### src/rtl/fifo_wr_arbiter.sv
// fifo_wr_arbiter: round-robin write-port scheduler with burst locking.
// Sits in front of the asynchronous command FIFO write interface and shares
// its single write port between NUM_REQ requesters. A grant holds the port
// for up to MAX_BURST beats or until the requester flags its last beat.
// Optional build macro ARB_TIMEOUT_EN: releases a lock after IDLE_TIMEOUT
// consecutive cycles without a valid beat from the holder and adds the
// timeout_evt pulse output.
module fifo_wr_arbiter #(
   parameter int NUM_REQ      = 2,
   parameter int DATA_WIDTH   = 41,
   parameter int MAX_BURST    = 4,
   parameter int IDLE_TIMEOUT = 16,
   localparam int GW          = (NUM_REQ > 1) ? $clog2(NUM_REQ) : 1
) (
   input  logic                          wr_clk,
   input  logic                          wr_rst,
   input  logic [NUM_REQ-1:0]            req_valid,
   input  logic [NUM_REQ*DATA_WIDTH-1:0] req_data,
   input  logic [NUM_REQ-1:0]            req_last,
   output logic [NUM_REQ-1:0]            req_ready,
   input  logic                          fifo_full,
   output logic                          fifo_wr_en,
   output logic [DATA_WIDTH-1:0]         fifo_wr_data,
   output logic [GW-1:0]                 grant_id,
   output logic                          busy
`ifdef ARB_TIMEOUT_EN
   ,
   output logic                          timeout_evt
`endif
);

   localparam int BW = $clog2(MAX_BURST) + 1;

   // Out-of-range configurations are rejected at elaboration.
   if (NUM_REQ < 2 || NUM_REQ > 8 || MAX_BURST < 1 || MAX_BURST > 16 || IDLE_TIMEOUT < 1) begin : g_param_check
      $error("fifo_wr_arbiter: parameter out of range");
   end

   typedef enum logic [0:0] {IDLE = 1'b0, BURST = 1'b1} state_t;

   state_t          state_reg, state_next;
   logic [BW-1:0]   beat_cnt_reg, beat_cnt_next;
   logic [GW-1:0]   grant_id_reg, grant_id_next;
   logic [GW-1:0]   last_grant_reg, last_grant_next;
   logic [GW-1:0]   scan_idx, sel_idx;
   logic            sel_found;
   logic            accept;
   logic [DATA_WIDTH-1:0] data_arr [NUM_REQ];

`ifdef ARB_TIMEOUT_EN
   localparam int TW = $clog2(IDLE_TIMEOUT + 1);
   logic [TW-1:0]   idle_cnt_reg, idle_cnt_next;
`endif

   // Unpack the flat data bus; the write data simply follows the grant.
   for (genvar gi = 0; gi < NUM_REQ; gi++) begin : g_req
      assign data_arr[gi]  = req_data[gi*DATA_WIDTH +: DATA_WIDTH];
      assign req_ready[gi] = accept && (grant_id_reg == GW'(gi));
   end

   assign fifo_wr_data = data_arr[grant_id_reg];
   assign busy         = (state_reg == BURST);
   assign grant_id     = grant_id_reg;
   assign accept       = busy && req_valid[grant_id_reg] && !fifo_full;
   assign fifo_wr_en   = accept;

   // Round-robin pick: first valid requester after the last one served.
   always_comb begin
      scan_idx  = '0;
      sel_idx   = '0;
      sel_found = 1'b0;
      for (int k = 1; k <= NUM_REQ; k++) begin
         scan_idx = GW'((int'(last_grant_reg) + k) % NUM_REQ);
         if (!sel_found && req_valid[scan_idx]) begin
            sel_found = 1'b1;
            sel_idx   = scan_idx;
         end
      end
   end

   // Next-state logic: arbitrate in IDLE, count beats and release in BURST.
   always_comb begin
      state_next      = state_reg;
      beat_cnt_next   = beat_cnt_reg;
      grant_id_next   = grant_id_reg;
      last_grant_next = last_grant_reg;
`ifdef ARB_TIMEOUT_EN
      idle_cnt_next   = '0;
      timeout_evt     = 1'b0;
`endif
      case (state_reg)
         IDLE: begin
            if (sel_found) begin
               grant_id_next   = sel_idx;
               last_grant_next = sel_idx;
               beat_cnt_next   = '0;
               state_next      = BURST;
            end
         end
         BURST: begin
            if (accept) begin
               if (req_last[grant_id_reg] || beat_cnt_reg == BW'(MAX_BURST - 1)) begin
                  beat_cnt_next = '0;
                  state_next    = IDLE;
               end else begin
                  beat_cnt_next = beat_cnt_reg + 1'b1;
               end
            end
`ifdef ARB_TIMEOUT_EN
            // Only cycles with the holder's valid low count toward release.
            if (!req_valid[grant_id_reg]) begin
               if (idle_cnt_reg == TW'(IDLE_TIMEOUT - 1)) begin
                  timeout_evt   = 1'b1;
                  beat_cnt_next = '0;
                  state_next    = IDLE;
               end else begin
                  idle_cnt_next = idle_cnt_reg + 1'b1;
               end
            end
`endif
         end
         default: state_next = IDLE;
      endcase
   end

   // State registers; reset makes requester 0 the first winner.
   always_ff @(posedge wr_clk or posedge wr_rst) begin
      if (wr_rst) begin
         state_reg      <= IDLE;
         beat_cnt_reg   <= '0;
         grant_id_reg   <= '0;
         last_grant_reg <= GW'(NUM_REQ - 1);
`ifdef ARB_TIMEOUT_EN
         idle_cnt_reg   <= '0;
`endif
      end else begin
         state_reg      <= state_next;
         beat_cnt_reg   <= beat_cnt_next;
         grant_id_reg   <= grant_id_next;
         last_grant_reg <= last_grant_next;
`ifdef ARB_TIMEOUT_EN
         idle_cnt_reg   <= idle_cnt_next;
`endif
      end
   end

endmodule

### config.mk
export PLATFORM = sky130hd
export DESIGN_NAME = fifo_wr_arbiter
export DESIGN_NICKNAME = d
export VERILOG_FILES = /design/src/rtl/fifo_wr_arbiter.sv
export SDC_FILE = /design/constraint.sdc
export NUM_CORES = 1
export LEC_CHECK = 0
export CAP_MARGIN = 40
export CELL_PAD_IN_SITES_DETAIL_PLACEMENT = 1
export CELL_PAD_IN_SITES_GLOBAL_PLACEMENT = 1
export CORE_UTILIZATION = 14
export CTS_CLUSTER_SIZE = 28
export DETAILED_ROUTE_END_ITERATION = 12
export PLACE_DENSITY_LB_ADDON = 0.1
export SLEW_MARGIN = 20
export SYNTH_ARGS = -nofsm -noshare
export SYNTH_HDL_FRONTEND = slang
export SYNTH_SLANG_ARGS = --single-unit
export TNS_END_PERCENT = 20
### constraint.sdc
create_clock -name wr_clk -period 3.2 [get_ports wr_clk]
set_input_delay 0.64 -clock wr_clk [delete_from_list [all_inputs] [get_ports wr_clk]]
set_output_delay 0.64 -clock wr_clk [all_outputs]
set_load 0.01 [all_outputs]
== Yosys cells after proc, flatten, opt, wreduce, memory -nomap -nowiden ==
Cells that the tools add are included.
Word-level totals
  flip-flop bits (word level): 6
  bits of input ports: 89
  output and inout bits: 46
  logic and storage cells: 50
Cells by class
  $add $sub $neg: 3
  order comparisons: 4
  equality and inequality tests: 3
  multiplexer cells: 23
  bitwise gates (word level): 3
  reductions and logical operators: 10
Operators by type and width (count)
  41-bit two-way mux: 3
  1-bit two-way mux: 15
  3-bit two-way mux: 3
  1-bit by 2-bit < comparator with 1-bit output, second input constant: 3
  3-bit case mux with 2 select lines: 1
  1-bit logical AND: 5
  2-bit AND reduction: 2
  3-bit by 1-bit adder with 3-bit output, second input constant: 1
  3-bit by 2-bit == test with 1-bit output, second input constant: 1
  1-bit adder, second input constant: 2
  2-bit greater-or-equal comparator, second input constant: 1
  1-bit logical NOT: 2
  2-bit by 1-bit inequality test with 1-bit output, second input constant: 1
  2-bit inequality test, second input constant: 1
  1-bit inverter: 2
  1-bit inverter with 2-bit output: 1
  1-bit case mux with 2 select lines: 1
  1-bit logical OR: 1

== Logic depth before layout (Yosys ltp) ==
Gate-level depths: netlist of run 1.
  depth after elaboration: 9
  gate-level depth with buffers: 4
  depth with buffers taken out: 4

== Worst setup path after synthesis of run 1 ==
Ideal clock, no wire load.
  path type: register to output
  start point: register grant_id_reg, in the netlist grant_id
  end point: output fifo_wr_data[26]
  arrival time: 1.250 ns
  data required time: 2.560 ns
  slack: 1.310 ns
  cell stages (with the launch flop): 4
  buffers on the path: 2
  cells stage by stage: dfrtp_1 -> buf_6 -> clkbuf_1 -> mux2_2
On the way
  word-level cells in the longest chain between the ends: 4
RTL lines
  start, declared: line 43  | logic [GW-1:0] grant_id_reg, grant_id_next;
  start signal, assigned: line 139  | grant_id_reg <= grant_id_next;
  1-bit inverter with 2-bit output (not written as such): line 61  | assign fifo_wr_data = data_arr[grant_id_reg];
  41-bit two-way mux (not written as such) (3 in a row): line 61
  end, declared: line 23  | output logic [DATA_WIDTH-1:0] fifo_wr_data,
Every way passes these cells. The select of a mux whose other input is x is not followed.

== Worst setup path after layout of run 1 ==
  start point: input req_valid[1]
  end point: output req_ready[0]
On the way
  word-level cells in the longest chain between the ends: 5
RTL lines
  start, declared: line 17  | input logic [NUM_REQ-1:0] req_valid,
  1-bit two-way mux (not written as such) (2 in a row): line 64  | assign accept = busy && req_valid[grant_id_reg] && !fifo_full;
  1-bit logical AND (2 in a row): line 64
  1-bit logical AND: line 58  | assign req_ready[gi] = accept && (grant_id_reg == GW'(gi));
  end, declared: line 20  | output logic [NUM_REQ-1:0] req_ready,
Every way passes these cells. The select of a mux whose other input is x is not followed.

==> impl_metrics.env, run 1 <==
export IMPL_crit_path_start="req_valid[1]"
export IMPL_largest_reg_flops=3
export IMPL_finish_instance_area_um2=2290
export IMPL_drv_slew=0
export IMPL_maxCapViolations=0
export IMPL_clockPowerShare=0.095
export IMPL_total_power_mw=1.26
export IMPL_setup_violations=0
export IMPL_endpoint="req_ready[0]"
export IMPL_routed_wl_mm=4.48
export IMPL_antenna_found_initial=0
export IMPL_hold_class="reg -> reg"
export IMPL_slew_headroom=0.623
export IMPL_grt_start_max_net_pins=47
export IMPL_placed_area_um2=2240
export IMPL_cts_sinks=6
export IMPL_gp_congestion=0.730
export IMPL_pwr_share_comb=0.797
export IMPL_fin_ws_ns=0.210
export IMPL_hold_violations=0
export IMPL_cts_max_path_buffers=2
export IMPL_ant_nets=0
export IMPL_drt_iter0_markers=9
export IMPL_clock_insertion_delay_worst_skew_ns=0.22
export IMPL_vias_per_cell=4.18
export IMPL_grt_pass1_vias=1281
export IMPL_power_frac_seq=0.108
export IMPL_switching_share=0.344
export IMPL_grt_util_all_layers=0.135
export IMPL_synthesis_nets=173
export IMPL_p_switching_uw=433
export IMPL_ys_seq_area_frac=0.182
export IMPL_grt_ovfl_total=0
export IMPL_synth_edf_count=0
export IMPL_synth_most_common_cell="mux2_2"
export IMPL_yosys_warnings=0
export IMPL_worst_slew_pin_slew_ns=0.566
export IMPL_firstDrtPassIters=4
export IMPL_fin_tns_setup_ns=0
export IMPL_cp_start_kind="input pin"
export IMPL_drive_above_1_share=0.231
export IMPL_hold_ws_ns=0.510
export IMPL_num_rows=27
export IMPL_cp_max_fo=5
export IMPL_area_growth_pct=175
export IMPL_max_freq_mhz=334
export IMPL_die_w_um=79.1
export IMPL_rsz0062_at_grt="false"
export IMPL_syn_inst=82
export IMPL_via_count=1204
export IMPL_dp_hpwl_mm=3.80
export IMPL_drc=0
export IMPL_powerDensity_nw_per_um2=551
export IMPL_wl_per_cell_um=15.5
export IMPL_grt_pass1_wl_mm=6.54
export IMPL_ios=135
export IMPL_path_clk_slew_ns=0.04
export IMPL_start_util=0.148
export IMPL_leakage_nw=0.877
export IMPL_status="completed"
export IMPL_syn_area_per_cell_um2=10.1
export IMPL_peakVddDrop_uv=300
export IMPL_ctsResizeCount=0
export IMPL_cts_tree="done"
export IMPL_dp_slack_ns=0.226
export IMPL_reg2reg_depth=4
export IMPL_cts_buffers=3
export IMPL_r2r_setup_slack_ns=1.28
export IMPL_die_y_um=79.1
export IMPL_htreeDepth=1
export IMPL_cts_root_buf="clkbuf_8"
export IMPL_fin_nets=308
export IMPL_yosys_top_cells_area="mux2_2 55%, dfrtp_1 15%, dfstp_2 3.2%, ha_1 3.0%, nand2_1 2.3%"
export IMPL_coreArea_um2=5610
export IMPL_rr_endpoint="beat_cnt_reg[1]"
export IMPL_synth_common_cells="41 x mux2_2, 5 x dfrtp_1, 5 x nand2_1"
export IMPL_ctsHoldBuffers=0
export IMPL_post_cts_buffers=0
export IMPL_period_needed_ns=2.99
export IMPL_n_antenna_cell=0
export IMPL_ys_types=21
export IMPL_synth_area_um2=832
export IMPL_crit_path_end_kind="primary output"
export IMPL_finalCritPeriodShare=0.934
export IMPL_die_area_um2=6260
export IMPL_ys_ff_latch=6
export IMPL_synth_top_area_cell="mux2_2"
export IMPL_worstPathArrival_ns=2.35
export IMPL_yosysTopAreaCellShare=0.555
export IMPL_skew_ns=0.00119
export IMPL_r2r_start="grant_id"
export IMPL_p_int_uw=826
export IMPL_critPathRequiredTime_ns=2.56
export IMPL_worstSetupPathType="in -> out"
export IMPL_synth_ff_type="dfrtp_1"
export IMPL_io_buffers=134
export IMPL_async_flop_share=1.00
how the worst min path moves through the flow:
stage / from / endpoint / slack, ns / cells after the start
3_5_place_dp: last_grant_reg / last_grant_reg / 0.51 / 2
4_1_cts: last_grant_reg / last_grant_reg / 0.50 / 2
2_1_floorplan: wr_rst / beat_cnt_reg[0] / 0.43 / 1
5_1_grt: beat_cnt_reg[0] / beat_cnt_reg[0] / 0.55 / 1
6_report: last_grant_reg / last_grant_reg / 0.51 / 2
3_3_place_gp: last_grant_reg / last_grant_reg / 0.47 / 2
power groups by stage:
stage | combinational [mW] | clock [mW] | sequential (mW)
final | 1.00 | 0.120 | 0.136
after global routing | 1.07 | 0.126 | 0.141
after CTS | 1.02 | 0.123 | 0.136
after detailed placement | 1.02 | 0 | 0.136
after global placement | 0.996 | 0 | 0.131
after floorplan | 0.513 | 0 | 0.132
area by class of cell:
class | count | area [um2]
sequential | 6 | 153
inverter | 4 | 15.0
fill | 627 | 3320
multi-input combinational | 67 | 636
tap | 72 | 90.1
timing repair buffer | 135 | 1350
clock buffer | 4 | 45.0
metal layers:
layer | vias to the layer above | part of all wire | GRT usage
met5 | - | 0 | 0
met4 | 0 | 0.0031 | 0.0218
met3 | 2 | 0.089 | 0.0299
met2 | 74 | 0.52 | 0.253
met1 | 561 | 0.39 | 0.156
li1 | 567 | - | -
critical path, cell delays in order:
cell	delay [ns]
clkdlybuf4s50_1	0.57
mux2i_1	0.14
or2_2	0.36
nor2_1	0.10
clkdlybuf4s50_1	0.54
cells by family after synthesis:
kind of cell / after synthesis / share of synthesized area
flip-flops: 6 / 0.182
multiplexers: 43 / 0.585
AO/OA/AOI/OAI: 8 / 0.0647
buffers and inverters: 9 / 0.0541
adder cells (fa/ha/maj): 2 / 0.0301
AND/OR/NAND/NOR: 14 / 0.0842
per-stage QoR:
stage | utilization | instances
after CTS | 0.408 | 288
after floorplan | - | 82
after detailed placement | 0.400 | 284
final | 0.408 | 288
after global routing | 0.408 | 288
after global placement | 0.400 | 284
placed cells by master (no fill, tap or decap), types with 2 or more instances in the layout:
cell / synthesis / routed
clkdlybuf4s50_1: 0 / 134
mux2_2: 41 / 41
nand2_1: 5 / 5
nor2_1: 4 / 4
inv_1: 4 / 4
dfrtp_1: 5 / 4
nand2b_1: 3 / 3
o22ai_1: 3 / 3
clkbuf_8: 0 / 3
ha_1: 2 / 2
Note: power is estimated with default switching activity, not from simulation.
==> inputs of run 2 (changes only) <==
--- a/config.mk
+++ b/config.mk
@@ -8,9 +8,12 @@
 export CAP_MARGIN = 40
 export CELL_PAD_IN_SITES_DETAIL_PLACEMENT = 1
 export CELL_PAD_IN_SITES_GLOBAL_PLACEMENT = 1
-export CORE_UTILIZATION = 14
+export CORE_AREA = 2 2 52 54
 export CTS_CLUSTER_SIZE = 28
 export DETAILED_ROUTE_END_ITERATION = 12
+export DIE_AREA = 0 0 54 56
+export DONT_BUFFER_PORTS = 1
+export GPL_ROUTABILITY_DRIVEN = 0
 export PLACE_DENSITY_LB_ADDON = 0.1
 export SLEW_MARGIN = 20
 export SYNTH_ARGS = -nofsm -noshare
==> impl_metrics.env, run 2 (synthesis results as in run 1) <==
export IMPL_num_rows=18
export IMPL_rsz0062_at_grt="false"
export IMPL_ctsHoldBuffers=0
export IMPL_peakVddDrop_uv=284
export IMPL_cp_max_fo=24
export IMPL_ctsResizeCount=0
export IMPL_wl_per_cell_um=23.3
export IMPL_critPathRequiredTime_ns=2.56
export IMPL_n_antenna_cell=0
export IMPL_ant_nets=0
export IMPL_multi_input_area_um2=636
export IMPL_post_cts_buffers=0
export IMPL_grt_util_all_layers=0.157
export IMPL_grt_pass1_wl_mm=3.41
export IMPL_period_needed_ns=2.38
export IMPL_setup_violations=0
export IMPL_grt_ovfl_total=0
export IMPL_drive_above_1_share=0.610
export IMPL_grt_pass1_vias=646
export IMPL_hold_class="in -> async"
export IMPL_vias_per_cell=5.89
export IMPL_drc=0
export IMPL_grt_util_met2=0.277
export IMPL_worstPathArrival_ns=1.74
export IMPL_ios=135
export IMPL_max_freq_mhz=419
export IMPL_drt_iter0_markers=14
export IMPL_grt_start_max_net_pins=25
export IMPL_mostFrequentLayoutCells="41 x mux2_2, 5 x nand2_1, 4 x nor2_1, 4 x inv_1, 4 x dfrtp_1"
export IMPL_worstSetupPathType="reg -> out"
export IMPL_firstDrtPassIters=3
export IMPL_die_w_um=54
export IMPL_drv_slew=0
export IMPL_coreArea_um2=2430
export IMPL_fin_nets=174
export IMPL_slew_headroom=0.653
export IMPL_dp_slack_ns=1.06
export IMPL_routed_wl_mm=2.61
export IMPL_fin_tns_setup_ns=0
export IMPL_largest_reg_flops=3
export IMPL_worst_slew_pin_slew_ns=0.520
export IMPL_dp_hpwl_mm=2.22
export IMPL_antenna_found_initial=0
export IMPL_crit_path_end_kind="primary output"
export IMPL_cts_max_path_buffers=2
export IMPL_io_buffers=0
export IMPL_via_count=660
export IMPL_powerDensity_nw_per_um2=871
export IMPL_clock_insertion_delay_worst_skew_ns=0.25
export IMPL_die_area_um2=3020
export IMPL_gr_usage_met3=0.0672
export IMPL_skew_ns=0.000933
export IMPL_grt_util_met1=0.157
export IMPL_seq_area_um2=153
export IMPL_start_util=0.342
export IMPL_cp_start_kind="flop"
export IMPL_status="completed"
export IMPL_cts_root_buf="clkbuf_4"
export IMPL_layout_commonest_cell="mux2_2"
export IMPL_area_growth_pct=5.11
export IMPL_cts_buffers=3
export IMPL_die_y_um=56
export IMPL_maxCapViolations=0
export IMPL_path_clk_slew_ns=0.05
export IMPL_fillCellCount=299
export IMPL_htreeDepth=1
export IMPL_busiest_layer="met2"
export IMPL_fin_ws_ns=0.815
export IMPL_cts_tree="done"
export IMPL_cts_sinks=6
export IMPL_finalCritPeriodShare=0.745
export IMPL_hold_violations=0
export IMPL_leakage_nw=0.346
-- run 2: changes by cell type in the layout (fill, tap and decap cells not counted) --
cell,previous run,this run
clkbuf_4,0,3
clkbuf_8,3,0
clkdlybuf4s50_1,134,0
-- run 2: layout make-up --
class,instances,area share
repair buffers,1,0.00858
flip-flops and latches,6,0.175
well taps,30,0.0429
multi-input cells,67,0.727
inverters,4,0.0172
clock buffers,4,0.0300
-- run 2: stage by stage --
| step | std cells | instance area (um2) | utilization | hold WS, ns | power, mW |
|---|---|---|---|---|---|
| final | 112 | 875 | 0.360 | 0.192 | 0.762 |
| after CTS | 112 | 875 | 0.360 | 0.190 | 0.774 |
| after detailed placement | 108 | 848 | 0.349 | 0.466 | 0.687 |
| after global placement | 108 | 848 | 0.349 | 0.470 | 0.681 |
| after floorplan | 82 | 832 | - | 0.430 | 0.645 |
| after global routing | 112 | 875 | 0.360 | 0.189 | 0.826 |
-- run 2: routing by layer --
layer  routed length (um)  part of all wire
met1                  847              0.32
met2                 1440              0.55
met3                  299              0.11
met4                   27             0.010
met5                    0                 0
-- run 2: worst paths after layout --
| kind | from | endpoint | slack [ns] | cells past startpoint |
|---|---|---|---|---|
| max | grant_id | fifo_wr_data[38] | 0.82 | 2 |
| min | wr_rst | beat_cnt_reg[0] | 0.19 | 1 |
| max reg2reg | grant_id | beat_cnt_reg[0] | 1.46 | 3 |
| min reg2reg | last_grant_reg | last_grant_reg | 0.50 | 2 |
| max in group asynchronous | wr_rst | last_grant_reg | 2.75 | 1 |
| min in group wr_clk | last_grant_reg | last_grant_reg | 0.50 | 2 |
-- run 2: worst max-delay path, cell delays in order (launching register included) --
cell,delay [ns]
dfrtp_2,0.69
buf_4,0.38
mux2_2,0.41
-- run 2: power by group --
group / internal (mW) / total (mW) / switching [mW]
Clock: 0.0475 / 0.0794 / 0.0318
Sequential: 0.109 / 0.184 / 0.0749
Combinational: 0.256 / 0.498 / 0.242
Total: 0.413 / 0.762 / 0.349
